===== src/rtl/apb_pkg.sv =====
// ============================================================================
//  Module      : apb_pkg
//  Description : Shared types and constants for the two-master APB arbiter.
//  Revision    : 1.0 - initial release
// ============================================================================
`default_nettype none

package apb_pkg;

  localparam int APB_ADDR_W = 8;
  localparam int APB_DATA_W = 32;

  localparam int M_SAMPLER  = 0;
  localparam int M_COMPUTER = 1;

  typedef enum logic [1:0] {
    IDLE   = 2'd0,
    SETUP  = 2'd1,
    ACCESS = 2'd2
  } apb_state_t;

endpackage

`default_nettype wire


===== src/rtl/apb_arb_grant.sv =====
// ============================================================================
//  Module      : apb_arb_grant
//  Description : Round-robin winner select with last-served pointer.
//                Only built when APB_ARB_RR_EN is defined.
//  Revision    : 1.0 - initial release
// ============================================================================
`default_nettype none

`ifdef APB_ARB_RR_EN
module apb_arb_grant
  import apb_pkg::*;
(
  input  logic       pclk_i,
  input  logic       preset_i,
  input  logic [1:0] req_i,
  input  logic       done_i,
  input  logic       done_idx_i,
  output logic [1:0] gnt_o
);

  // Index of the master served most recently; ties go to the other one.
  logic last_q, last_d;

  always_comb begin
    last_d = last_q;
    if (done_i) begin
      last_d = done_idx_i;
    end
  end

  always_ff @(posedge pclk_i) begin
    if (preset_i) begin
      last_q <= 1'(M_SAMPLER);
    end else begin
      last_q <= last_d;
    end
  end

  always_comb begin
    gnt_o = 2'b00;
    case (req_i)
      2'b01:   gnt_o = 2'b01;
      2'b10:   gnt_o = 2'b10;
      2'b11:   gnt_o = last_q ? 2'b01 : 2'b10;
      default: gnt_o = 2'b00;
    endcase
  end

endmodule
`endif

`default_nettype wire


===== src/rtl/apb_arbiter.sv =====
// ============================================================================
//  Module      : apb_arbiter
//  Description : Two-master APB arbiter/bridge; latches the winner's setup
//                phase and replays it as SETUP/ACCESS to a single slave.
//                APB_ARB_RR_EN selects round-robin, else fixed priority (m0).
//  Revision    : 1.0 - initial release
// ============================================================================
`default_nettype none

module apb_arbiter
  import apb_pkg::*;
#(
  parameter int ADDR_W = APB_ADDR_W,
  parameter int DATA_W = APB_DATA_W
) (
  input  logic              pclk_i,
  input  logic              preset_i,

  input  logic              m0_psel_i,
  input  logic              m0_penable_i,
  input  logic              m0_pwrite_i,
  input  logic [ADDR_W-1:0] m0_paddr_i,
  input  logic [DATA_W-1:0] m0_pwdata_i,
  output logic [DATA_W-1:0] m0_prdata_o,
  output logic              m0_pready_o,
  output logic              m0_pslverr_o,

  input  logic              m1_psel_i,
  input  logic              m1_penable_i,
  input  logic              m1_pwrite_i,
  input  logic [ADDR_W-1:0] m1_paddr_i,
  input  logic [DATA_W-1:0] m1_pwdata_i,
  output logic [DATA_W-1:0] m1_prdata_o,
  output logic              m1_pready_o,
  output logic              m1_pslverr_o,

  output logic              psel_o,
  output logic              penable_o,
  output logic              pwrite_o,
  output logic [ADDR_W-1:0] paddr_o,
  output logic [DATA_W-1:0] pwdata_o,
  input  logic [DATA_W-1:0] prdata_i,
  input  logic              pready_i,
  input  logic              pslverr_i,

  output logic [1:0]        grant_o
);

  apb_state_t        state_q, state_d;
  logic [1:0]        grant_q, grant_d;
  logic              psel_q, psel_d;
  logic              penable_q, penable_d;
  logic              pwrite_q, pwrite_d;
  logic [ADDR_W-1:0] paddr_q, paddr_d;
  logic [DATA_W-1:0] pwdata_q, pwdata_d;

  logic [1:0]        req;
  logic [1:0]        win;
  logic              done;
  logic              in_access;

  // Masters' penable is irrelevant to arbitration: only psel requests.
  logic              unused_penable;
  assign unused_penable = m0_penable_i ^ m1_penable_i;

  assign req       = {m1_psel_i, m0_psel_i};
  assign in_access = (state_q == ACCESS);
  assign done      = in_access & pready_i;

`ifdef APB_ARB_RR_EN
  apb_arb_grant u_grant (
    .pclk_i     (pclk_i),
    .preset_i   (preset_i),
    .req_i      (req),
    .done_i     (done),
    .done_idx_i (grant_q[M_COMPUTER]),
    .gnt_o      (win)
  );
`else
  always_comb begin
    win = 2'b00;
    if (req[M_SAMPLER]) begin
      win[M_SAMPLER] = 1'b1;
    end else if (req[M_COMPUTER]) begin
      win[M_COMPUTER] = 1'b1;
    end
  end
`endif

  always_comb begin
    state_d   = state_q;
    grant_d   = grant_q;
    psel_d    = psel_q;
    penable_d = penable_q;
    pwrite_d  = pwrite_q;
    paddr_d   = paddr_q;
    pwdata_d  = pwdata_q;

    case (state_q)
      IDLE: begin
        if (|win) begin
          state_d   = SETUP;
          grant_d   = win;
          psel_d    = 1'b1;
          penable_d = 1'b0;
          if (win[M_COMPUTER]) begin
            pwrite_d = m1_pwrite_i;
            paddr_d  = m1_paddr_i;
            pwdata_d = m1_pwdata_i;
          end else begin
            pwrite_d = m0_pwrite_i;
            paddr_d  = m0_paddr_i;
            pwdata_d = m0_pwdata_i;
          end
        end
      end
      SETUP: begin
        state_d   = ACCESS;
        penable_d = 1'b1;
      end
      ACCESS: begin
        // Completion always leaves one IDLE cycle before the next grant.
        if (done) begin
          state_d   = IDLE;
          grant_d   = 2'b00;
          psel_d    = 1'b0;
          penable_d = 1'b0;
        end
      end
      default: begin
        state_d   = IDLE;
        grant_d   = 2'b00;
        psel_d    = 1'b0;
        penable_d = 1'b0;
      end
    endcase
  end

  always_ff @(posedge pclk_i) begin
    if (preset_i) begin
      state_q   <= IDLE;
      grant_q   <= 2'b00;
      psel_q    <= 1'b0;
      penable_q <= 1'b0;
      pwrite_q  <= 1'b0;
      paddr_q   <= '0;
      pwdata_q  <= '0;
    end else begin
      state_q   <= state_d;
      grant_q   <= grant_d;
      psel_q    <= psel_d;
      penable_q <= penable_d;
      pwrite_q  <= pwrite_d;
      paddr_q   <= paddr_d;
      pwdata_q  <= pwdata_d;
    end
  end

  assign psel_o    = psel_q;
  assign penable_o = penable_q;
  assign pwrite_o  = pwrite_q;
  assign paddr_o   = paddr_q;
  assign pwdata_o  = pwdata_q;
  assign grant_o   = grant_q;

  // Slave response is steered to the owner only; the other master sees a stall.
  assign m0_pready_o  = in_access & grant_q[M_SAMPLER] & pready_i;
  assign m0_prdata_o  = grant_q[M_SAMPLER] ? prdata_i : '0;
  assign m0_pslverr_o = grant_q[M_SAMPLER] & pready_i & pslverr_i;

  assign m1_pready_o  = in_access & grant_q[M_COMPUTER] & pready_i;
  assign m1_prdata_o  = grant_q[M_COMPUTER] ? prdata_i : '0;
  assign m1_pslverr_o = grant_q[M_COMPUTER] & pready_i & pslverr_i;

endmodule

`default_nettype wire


===== config.mk =====
export PLATFORM = sky130hd
export DESIGN_NAME = apb_arbiter
export DESIGN_NICKNAME = d
export VERILOG_FILES = /design/src/rtl/apb_pkg.sv /design/src/rtl/apb_arb_grant.sv /design/src/rtl/apb_arbiter.sv
export SDC_FILE = /design/constraint.sdc
export NUM_CORES = 1
export LEC_CHECK = 0
export ABC_AREA = 0
export CAP_MARGIN = 20
export CORE_MARGIN = 5
export CORE_UTILIZATION = 36
export CTS_BUF_LIST = sky130_fd_sc_hd__clkbuf_8
export DETAILED_ROUTE_END_ITERATION = 12
export PLACE_DENSITY = 0.95
export SYNTH_ARGS = -nofsm -noshare
export SYNTH_HDL_FRONTEND = slang
export SYNTH_SLANG_ARGS = --single-unit

===== constraint.sdc =====
create_clock -name pclk_i -period 2.15 [get_ports pclk_i]
set_input_delay 0.5375 -clock pclk_i [delete_from_list [all_inputs] [get_ports pclk_i]]
set_output_delay 0.5375 -clock pclk_i [all_outputs]
set_load 0.1 [all_outputs]

# Word level (Yosys, flattened, before mapping)
# Cells that the tools add are included.
# word_totals
register_bits,47
in_bits,122
wordCells,44
# op_classes
n_bitwise,10
n_eq_ne,4
n_mux,18
n_reduce_logical,5
# op_table
cell,count
32-bit 2-to-1 mux,3
2-bit one-hot mux with 3 select lines,2
1-bit AND,9
8-bit 2-to-1 mux,1
1-bit 2-to-1 mux,7
2-bit 2-to-1 mux,3
1-bit one-hot mux with 3 select lines,2
2-bit inequality test (second input constant),2
2-bit AND reduction,2
3-bit AND reduction,1
2-bit by 1-bit == test with 1-bit output (second input constant),1
2-bit == test (second input constant),1
2-bit zero test,1
2-bit OR reduction,1
1-bit inverter,1

# Depth between registers and ports, before layout
# logic_depth
word_depth,5
mapped_depth,6

# Worst setup path before layout
# No wires, ideal clock.
# synth_timing
path_type,register to output
start,register state_q[1]
end,output m0_pready_o
t_arrival_ns,3.379
path_slack_ns,-1.766
path_buffers,1
path_stages_with_launch,4
path_cell_list,dfxtp_1 buf_2 inv_2 nor3_1
# synth_via
elab_chain_len,3
# synth_lines
element,line,text
"start, declared",apb_arbiter.sv:49,"apb_state_t state_q, state_d;"
"start signal, assigned",apb_arbiter.sv:149,state_q <= state_d;
2-bit == test,apb_arbiter.sv:67,assign in_access = (state_q == ACCESS);
1-bit AND (2 in series),apb_arbiter.sv:167,assign m0_pready_o = in_access & grant_q[M_SAMPLER] & pready_i;
"end, declared",apb_arbiter.sv:25,"output logic m0_pready_o,"
# No other way between the ends.

# Worst setup path in the final report
# layout_timing
start,input pslverr_i
end,output m0_pslverr_o
# layout_via
elab_chain_len,1
# layout_lines
element,line,text
"start, declared",apb_arbiter.sv:44,"input logic pslverr_i,"
1-bit AND,apb_arbiter.sv:169,assign m0_pslverr_o = grant_q[M_SAMPLER] & pready_i & pslverr_i;
"end, declared",apb_arbiter.sv:26,"output logic m0_pslverr_o,"
# No other way between the ends.

==> metrics.md <==
| Metric | Value |
|---|---|
| Via count | 3423 |
| Die Span Y | 98.90 um |
| I/O Buffers | 232 |
| Full die area | 9781 um^2 |
| Hold Path End | psel_o$_SDFFE_PP0P_ |
| RSZ-0062 raised after global routing | no |
| Pins Over Slew Limit | 0 |
| Reg2reg path depth | 3 |
| TNS Setup | 0 ns |
| HPWL after DPL | 10090 um |
| Netlist cell types | 27 |
| Post-synth ARST share | 0% |
| IO Pins | 235 |
| Ys flop type | dfxtp_1 |
| Main area contributors after synthesis | dfxtp_1, a311oi_2, and2_1 |
| P&R area growth vs syn | 109.6% |
| HP Class | reg2reg |
| Clock network power share | about an eighth |
| Warnings from Yosys | 0 |
| # Max-Cap Violations | 0 |
| FF-to-FF End | pwdata_o[8]$_SDFFE_PP0P_ |
| Worst r2r src | state_q[0]$_SDFFE_PP0P_ |
| Clk slew on worst S/H paths | 0.08 ns |
| H-tree depth | 2 |
| Combinational power share | slightly above 60% |
| Largest net degree at the start of global routing | 47 |
| Max clock buf depth | 2 |
| Pwr Density | 658.0 nW/um^2 |
| CTS tree | yes |
| First-pass GRT wire length | 19230 um |
| Top-count cell post-synth | nand2_1 |
| Hold depth | 2 |
| Crit. End Element | output pin |
| Final wirelength | 12600 um |
| Core area | 7727 um^2 |
| Least-Margin Pin Slew | 0.6811 ns |
| Placed Area | 5883 um^2 |
| R2r setup slk | 0.55 ns |
| Final GP Congestion | 0.8570 |
| Static Leak | between 2 and 2.5 nW |
| Tcrit/Tclk final | around nine tenths |
| Psw | 1.988 mW |
| Cell Area, Synth | 2845 um^2 |
| Total grt overflow | 0 |
| Status | completed |
| Final #Nets | 675 |
| Row count | 32 |
| Global Route Usage Sum | 24.29% |
| DRC viols | 0 |
| Avg WL per Cell | 19.20 um |
| Final Skew | a little under 0.006 ns |
| Diodes inserted | 0 |
| Count of final setup violators | 0 |
| Post-synthesis sequential area ratio | 32.37% |
| Iter 0 DRT Violations | approximately 170 |
| CP Max Fanout | 2 |
| Startpoint types | input port |
| Post-route ant nets | 0 |
| Crit path time final | 1.973 ns |
| Avg Cell Area, Syn | 8.319 um^2 |
| WS Path Type | in2out |
| Critical Path Start | pslverr_i |
| Design Area, Final | 5963 um^2 |
| Sw Ratio | 50.68% |
| Worst hold start | psel_o$_SDFFE_PP0P_ |
| WP data required | approximately 1.6 ns |
| Peak supply drop | 0.0005933 V |
| Number of flops mapped to enable cells by yosys | 0 |
| FMAX | 0.5067 GHz |
| Antenna violations before repair | 0 |
| Synth cell count leaders | nand2_1, and2_1, dfxtp_1 |
| Router iterations before antenna repair | 4 |
| Worst skew pair latency | roughly 0.29 ns |
| Clock buffer count from CTS | 5 |
| Cell internal pwr | 1.935 mW |
| Sequential power share | 26.5% |
| Root Buffer | clkbuf_8 |
| Post-Syn Nets | 464 |
| CTS Sinks | 46 |
| Die Span X | roughly 100 um |
| Register bit count reported by yosys | 46 |
| Worst endpoint data arrival time | between 1 and 1.5 ns |
| Yosys top cell by area | dfxtp_1 |
| Top-area cell type share of the netlist area | about a third |
| Hold Violations, Final | 0 |
| Worst slew margin | 54.59% |
| Gate Count Post-Synth | around 340 |
| Initial Util | 36.82% |
| Share of layout cells above drive strength 1 | a little over two fifths |
| # fillers | between 400 and 500 |
| Vias in the first global route | around 3600 |
| Number of hold buffers added after cts | 0 |
| Post-DR vias/cell | 5.218 |
-- how the worst max path moves through the flow --
stage / slack [ns] / to
floorplan: -0.10 / m0_pready_o
global placement: -0.03 / m0_pready_o
detailed placement: -0.04 / pwdata_o[8]$_SDFFE_PP0P_
CTS: 0.16 / m0_prdata_o[0]
global route: 0.09 / m0_prdata_o[0]
finish: 0.18 / m0_pslverr_o
-- worst max-delay path: stages --
cell             delay (ns)
clkdlybuf4s50_1        0.48
and3_1                 0.22
buf_12                 0.19
-- state kept, by name, summed over array words and instances (netlist names) --
signal    flops
grant_o       2
paddr_o       8
psel_o        1
pwdata_o     32
pwrite_o      1
state_q       2
-- repair_timing --
item / CTS / global route
resized for setup: 1 / 0
setup endpoints to repair: 2 / 0
setup buffers: 0 / 0
hold endpoints to repair: 0 / 0
-- placed cells by master (no fill, tap or decap) --
cell type        netlist  routed
and2_2                 0      60
nand3_1                1       1
buf_4                  0      50
and2_1                64       4
a311oi_1               1       1
a21oi_1               43      43
nor2_1                 3       3
or2b_1                 1       1
inv_1                  0       1
clkinv_1               0       1
nand2b_1               2       2
mux2i_1                1       1
clkinv_2               0       1
dfxtp_1               46      43
nor2b_4                0       1
and3_1                 2       2
dfxtp_2                0       1
nor2_4                 1       1
and2_4                 1       1
inv_2                  1       1
clkdlybuf4s50_1        0     117
clkbuf_8               0       5
nand3b_1               1       1
nor3_4                 0       2
nand2_2                0       1
or2_1                  1       1
a31oi_1                2       2
buf_12                 4      73
dfxtp_4                0       2
o21ai_0                1       1
dlygate4sd2_1          0       1
nand2_1               88      87
buf_2                  5       1
a311oi_2              40      40
nor4bb_1               1       1
-- layer usage --
metal	global-route usage [%]	share of wire, %	vias to the layer above
met4	9.874	3.9	0
met1	25.53	35	1605
li1	-	-	1604
met5	0	0	-
met3	5.025	7.2	36
met2	46.38	53	178
-- layout make-up --
cell class	instances	area, um^2	area share, %
inverters	1	3.754	0.06295
clock buffers	5	68.82	1.154
repair buffers	242	3022	50.67
well taps	102	127.6	2.140
multi-input cells	257	1799	30.17
clock inverters	3	12.51	0.2098
flip-flops and latches	46	929.6	15.59
-- logic make-up (layout without fill, tap and decap cells) --
logic type	count (synthesis)	after routing	share of synthesized area [%]
compound gates	87	87	29.60
buf+inv	39	251	8.179
flops	46	46	32.37
mux	1	1	0.3518
simple gates	169	169	29.51
-- power by group through the flow --
stage | registers, mW | logic [mW] | clock network [mW]
final | 1.04 | 2.39 | 0.492
after detailed placement | 1.06 | 2.40 | 0
after CTS | 1.04 | 2.40 | 0.504
after global routing | 1.05 | 2.47 | 0.530
after floorplan | 1.75 | 0.950 | 0
after global placement | 1.05 | 2.35 | 0
-- stage by stage --
step	setup WS, ns	util (%)	hold slack, ns	std cells	total power [mW]
2_1_floorplan	-0.1009	-	0.6641	342	2.698
3_5_place_dp	-0.04254	76.13	0.4931	648	3.455
6_report	0.1766	77.17	0.4979	656	3.924
5_1_grt	0.09472	77.17	0.5189	656	4.050
4_1_cts	0.1614	77.17	0.5042	656	3.943
3_3_place_gp	-0.02879	76.13	0.4466	648	3.394
No activity file was read; power rests on OpenSTA's default activity.
